**config.mk**
```make
export PLATFORM = sky130hd
export DESIGN_NAME = mcu_core_p
export DESIGN_NICKNAME = d
export VERILOG_FILES = /design/src/rtl/mcu_core_p.sv
export SDC_FILE = /design/constraint.sdc
export NUM_CORES = 1
export LEC_CHECK = 0
export CORE_ASPECT_RATIO = 0.5
export CORE_MARGIN = 4
export CORE_UTILIZATION = 30
export CTS_CLUSTER_DIAMETER = 80
export DETAILED_ROUTE_END_ITERATION = 12
export MAX_ROUTING_LAYER = met4
export PLACE_DENSITY_LB_ADDON = 0.12
export SLEW_MARGIN = 40
export SYNTH_ARGS = -nofsm -noshare
export SYNTH_HDL_FRONTEND = slang
export SYNTH_SLANG_ARGS = --single-unit
```
**constraint.sdc**
```tcl
create_clock -name clk -period 8.3 [get_ports clk]
set_input_delay 2.075 -clock clk [delete_from_list [all_inputs] [get_ports clk]]
set_output_delay 2.075 -clock clk [all_outputs]
set_load 0.02 [all_outputs]
```
**src/rtl/mcu_core_p.sv**
```systemverilog
// Parametrised multi-cycle microcontroller core: 16-opcode ISA, Z/C flags,
// conditional branches, valid-handshake instruction fetch and a strobed I/O port.
module mcu_core_p #(
  parameter  int unsigned DW  = 8,
  parameter  int unsigned RAW = 4,
  parameter  int unsigned PCW = 4,
  localparam int unsigned IW  = 4 + RAW + DW
) (
  input  logic           clk,
  input  logic           reset,
  output logic [PCW-1:0] imem_addr,
  output logic           imem_rd,
  input  logic [IW-1:0]  imem_data,
  input  logic           imem_valid,
  input  logic [DW-1:0]  io_in,
  output logic [DW-1:0]  io_out,
  output logic           io_out_valid,
  output logic           flag_z,
  output logic           flag_c,
  output logic           halted
);

  localparam int unsigned NREG = 1 << RAW;

  localparam logic [3:0] OP_ADD  = 4'h0;
  localparam logic [3:0] OP_SUB  = 4'h1;
  localparam logic [3:0] OP_AND  = 4'h2;
  localparam logic [3:0] OP_OR   = 4'h3;
  localparam logic [3:0] OP_XOR  = 4'h4;
  localparam logic [3:0] OP_LDI  = 4'h5;
  localparam logic [3:0] OP_IN   = 4'h6;
  localparam logic [3:0] OP_OUT  = 4'h7;
  localparam logic [3:0] OP_JMP  = 4'h8;
  localparam logic [3:0] OP_JZ   = 4'h9;
  localparam logic [3:0] OP_JC   = 4'hA;
  localparam logic [3:0] OP_ADDR = 4'hB;
  localparam logic [3:0] OP_SHL  = 4'hC;
  localparam logic [3:0] OP_SHR  = 4'hD;
  localparam logic [3:0] OP_NOP  = 4'hE;
  localparam logic [3:0] OP_HALT = 4'hF;

  typedef enum logic [1:0] {S_FETCH, S_EXEC, S_HALT} state_t;

  state_t          state, state_nxt;
  logic [PCW-1:0]  pc, pc_nxt;
  logic [IW-1:0]   ir;
  logic [DW-1:0]   regs [NREG];
  logic            ir_ld, wr_en, out_ld, upd_z;
  logic [DW-1:0]   wr_data;
  logic            z_nxt, c_nxt;
  logic [DW:0]     ext;

  logic [3:0]      op;
  logic [RAW-1:0]  rd_idx;
  logic [DW-1:0]   imm, rval, sval;

  assign op        = ir[IW-1 -: 4];
  assign rd_idx    = ir[DW +: RAW];
  assign imm       = ir[DW-1:0];
  assign rval      = regs[rd_idx];
  assign sval      = regs[imm[RAW-1:0]];
  assign imem_addr = pc;

  // State register
  always_ff @(posedge clk or posedge reset) begin
    if (reset) state <= S_FETCH;
    else       state <= state_nxt;
  end

  // Next state, execute datapath and flag computation
  always_comb begin
    state_nxt = state;
    pc_nxt    = pc;
    ir_ld     = 1'b0;
    wr_en     = 1'b0;
    wr_data   = rval;
    out_ld    = 1'b0;
    upd_z     = 1'b0;
    z_nxt     = flag_z;
    c_nxt     = flag_c;
    ext       = '0;
    case (state)
      S_FETCH: begin
        if (imem_rd && imem_valid) begin
          ir_ld     = 1'b1;
          state_nxt = S_EXEC;
        end
      end
      S_EXEC: begin
        state_nxt = S_FETCH;
        pc_nxt    = pc + PCW'(1);
        case (op)
          OP_ADD:  begin ext = {1'b0, rval} + {1'b0, imm}; wr_data = ext[DW-1:0]; c_nxt = ext[DW]; wr_en = 1'b1; upd_z = 1'b1; end
          OP_SUB:  begin ext = {1'b0, rval} - {1'b0, imm}; wr_data = ext[DW-1:0]; c_nxt = ext[DW]; wr_en = 1'b1; upd_z = 1'b1; end
          OP_AND:  begin wr_data = rval & imm; c_nxt = 1'b0; wr_en = 1'b1; upd_z = 1'b1; end
          OP_OR:   begin wr_data = rval | imm; c_nxt = 1'b0; wr_en = 1'b1; upd_z = 1'b1; end
          OP_XOR:  begin wr_data = rval ^ imm; c_nxt = 1'b0; wr_en = 1'b1; upd_z = 1'b1; end
          OP_LDI:  begin wr_data = imm;   wr_en = 1'b1; end
          OP_IN:   begin wr_data = io_in; wr_en = 1'b1; end
          OP_OUT:  out_ld = 1'b1;
          OP_JMP:  pc_nxt = imm[PCW-1:0];
          OP_JZ:   if (flag_z) pc_nxt = imm[PCW-1:0];
          OP_JC:   if (flag_c) pc_nxt = imm[PCW-1:0];
          OP_ADDR: begin ext = {1'b0, rval} + {1'b0, sval}; wr_data = ext[DW-1:0]; c_nxt = ext[DW]; wr_en = 1'b1; upd_z = 1'b1; end
          OP_SHL:  begin wr_data = {rval[DW-2:0], 1'b0}; c_nxt = rval[DW-1]; wr_en = 1'b1; upd_z = 1'b1; end
          OP_SHR:  begin wr_data = {1'b0, rval[DW-1:1]}; c_nxt = rval[0];    wr_en = 1'b1; upd_z = 1'b1; end
          OP_NOP:  ;
          OP_HALT: begin state_nxt = S_HALT; pc_nxt = pc; end
          default: ;
        endcase
        if (upd_z) z_nxt = (wr_data == '0);
      end
      S_HALT:  ;
      default: state_nxt = S_FETCH;
    endcase
  end

  // Architectural registers; imem_rd is registered so it is low throughout reset
  always_ff @(posedge clk or posedge reset) begin
    if (reset) begin
      pc           <= '0;
      ir           <= '0;
      flag_z       <= 1'b0;
      flag_c       <= 1'b0;
      io_out       <= '0;
      io_out_valid <= 1'b0;
      halted       <= 1'b0;
      imem_rd      <= 1'b0;
      for (int i = 0; i < NREG; i++) regs[i] <= '0;
    end else begin
      pc           <= pc_nxt;
      flag_z       <= z_nxt;
      flag_c       <= c_nxt;
      io_out_valid <= out_ld;
      halted       <= (state_nxt == S_HALT);
      imem_rd      <= (state_nxt == S_FETCH);
      if (ir_ld)  ir             <= imem_data;
      if (out_ld) io_out         <= rval;
      if (wr_en)  regs[rd_idx]   <= wr_data;
    end
  end

endmodule

```
==> results.cfg <==
[status]
status = complete, no violations

[synth]
yosys_warnings = 0
synth_fa_ha_area_share_pct = 4.46
synth_top_area_cell = dfrtp_1
ys_seq_elements = 163
postSynth.topFlopCell = dfrtp_1
muxShareOfSynthArea_pct = 32.2
syn_avg_cell_area_um2 = 11.7
yosys.area_share.xor_xnor_pct = 0.483
synth-compound-area-share_pct = 11.5
synthSimpleGateAreaFrac_pct = 9.58
syn_area_um2 = 10900
async_reset_ff_share_pct = 100
ys_types = 84
synth_area_leaders = dfrtp_1, mux4_2, mux2_2
synth_enable_flop_cells = 0
seq_area_frac_synth_pct = 37.5
synth_top_cell_area_share_pct = 37.5
synthCells = 927
synth_top_family_by_area = multiplexers
synth_fp_nets = 991

[critical_path]
critPathKind = flip-flop to flip-flop
regToRegSetupSlack_ps = 2720
r2r_start = ir[9]
end_kind = flip-flop
path_max_fanout = 29
required_ps = 8640
reg2reg_depth = 14
worstPathArrival_ps = 5910
start_kind = flip-flop
r2r-end = regs[103]

[die]
io_pins = 44
core_area_um2 = 35100
start_util_pct = 31.0
die_area_um2 = 39500
core.rowCount = 48
dieHeight_um = 143
die_w_um = 277

[sta]
skew_ps = 13.1
fin_ws_ps = 2720
max_freq_mhz = 179
tns_ps = 0
drv_slew = 0
rsz0062_at_grt = false
setup_violations = 0
post-route-period-util_pct = 67.2
relSlewSlack_pct = 42.5
finalHoldViolCount = 0
fin_crit_ps = 5580
worst_pin_slew_ps = 859

[clock_network]
cts_sinks = 163
cts_tree = built
clk_latency_ps = 450
htree_num_levels = 4
ctsHoldBuffers = 0
clkTransAtPathRegs_ps = 70
postCtsSetupBuffers = 0
cts_buffers = 17
post_cts_resized = 0
cts-root-buf = clkbuf_16
clockBufferDepth = 2

[run]
drv_cap = 0

[layout]
area_growth_pct = 13.5
final_nets = 1012
n_antenna_cell = 0
layout-drive-gt1-share_pct = 31.4
fin_area_um2 = 12300

[routing]
dr.pass1.iters = 5
postRouteAntennaNets = 0
wl_per_cell_um = 24.5
drc = 0
via_per_inst = 5.55
drt-total-wl_mm = 35.2
vias = 7964
drt_iter0_markers = 609

[min_path]
hold_depth = 2
hp-start = io_out[7]
min_to = io_out[7]
hold_class = flip-flop to flip-flop

[global_route]
grt_start_max_net_pins = 96
grt.overflow.total = 0
grt.total_usage_pct = 18.7
grt_pass1_wl_mm = 53.6
antenna_found_initial = 0
grt_pass1_vias = 8085

[placement]
place.gp.congestion = 0.890
dp_slack_ps = 2670
placement.cell_area_um2 = 11800
hpwl_mm = 24.6
port-buffer-count = 43
cells by family (layout without fill, tap and decap cells):
logic type,count (synthesis),in the layout
buf+inv,95,129
fa+ha+maj,37,37
mux,233,233
compound gates,182,182
xor+xnor,6,6
flops,163,163
simple gates,211,211
cells in the final DEF (no fill, tap or decap), drive strengths merged, types with 3 or more instances in the layout:
| cell type | instances |
|---|---|
| dfrtp | 163 |
| mux2 | 139 |
| mux4 | 78 |
| nand2 | 70 |
| nor2 | 56 |
| o21ai | 53 |
| a21oi | 46 |
| clkdlybuf4s50 | 43 |
| ha | 34 |
| inv | 33 |
| buf | 24 |
| clkbuf | 20 |
| nor2b | 19 |
| mux2i | 16 |
| nand2b | 13 |
| nand3 | 13 |
| nor3 | 12 |
| a22oi | 11 |
| o22ai | 8 |
| a21o | 8 |
| o211ai | 6 |
| a221oi | 5 |
| xnor2 | 5 |
| o31ai | 5 |
| o21a | 5 |
| clkinvlp | 5 |
| and2 | 4 |
| nand4 | 4 |
| a31oi | 3 |
| or3 | 3 |
| and3 | 3 |
| a211oi | 3 |
| o32ai | 3 |
| o21bai | 3 |
| fa | 3 |
| o221ai | 3 |
| nor4 | 3 |
| a2111oi | 3 |
| clkinv | 3 |
critical path, stage by stage (launching register included):
cell and delay (ps):
dfrtp_2 580, buf_4 510, mux4_1 630, mux4_2 620
inv_2 190, ha_1 300, or2_2 300, a221oi_1 480
o21bai_1 160, a221oi_1 350, mux2i_1 230, nand2_1 110
a2111oi_4 330, a22oi_2 290, mux2_2 360
layer usage:
| layer | global-route usage [%] | up-vias | share of wire [%] |
|---|---|---|---|
| met5 | - | - | 0 |
| met4 | 4.36 | 0 | 1.6 |
| met3 | 4.35 | 30 | 5.5 |
| met2 | 27.5 | 194 | 44 |
| met1 | 26.3 | 4203 | 49 |
| li1 | - | 3537 | - |
cell type report:
type,count,area [um2]
fillers,3508,22800
multi-input cells,669,6360
flip-flops and latches,163,4090
repair buffers,67,622
well taps,475,594
clock buffers,20,437
clock inverters,12,125
inverters,30,120
Yosys cell counts (5+ instances only):
master and instances:
o31ai_1 5, nand2b_1 13, clkbuf_1 25, a22oi_1 8, mux4_2 76, buf_2 23, a21o_1 8, inv_1 26
xnor2_1 5, o21a_1 5, mux2i_1 16, o22ai_1 8, nand2_1 69, ha_1 34, o21ai_0 47, nor2_1 53
a21oi_1 45, buf_6 5, dfrtp_1 163, o211ai_1 6, nand3_1 13, mux2_2 134, nor3_1 10, nor2b_1 19
a221oi_1 5, buf_1 7
how the worst max path moves through the flow:
stage	startpoint	endpoint	slack, ps	depth (start not counted)
after global placement	ir[9]	regs[127]	2760	14
after detailed placement	ir[9]	regs[103]	2670	14
final	ir[9]	regs[103]	2720	14
after CTS	ir[9]	regs[103]	2660	14
after floorplan	reset	flag_c	1820	1
after global routing	ir[9]	regs[103]	2370	14
registers in the layout (all words and copies together) (netlist names), 2 cells and up:
name / flops
regs: 128
ir: 16
imem_addr: 4
io_out: 8
state: 2
per-stage QoR:
step	util (%)	hold WS [ps]	cells
after global routing	35.1	503	1436
after CTS	35.1	496	1434
after detailed placement	33.5	478	1402
after global placement	33.4	469	1402
final	35.1	487	1436
after floorplan	-	471	927
Power is left out: the tool's default activity adds up to more than one toggle a clock period on the data nets, which glitch-free logic cannot reach.
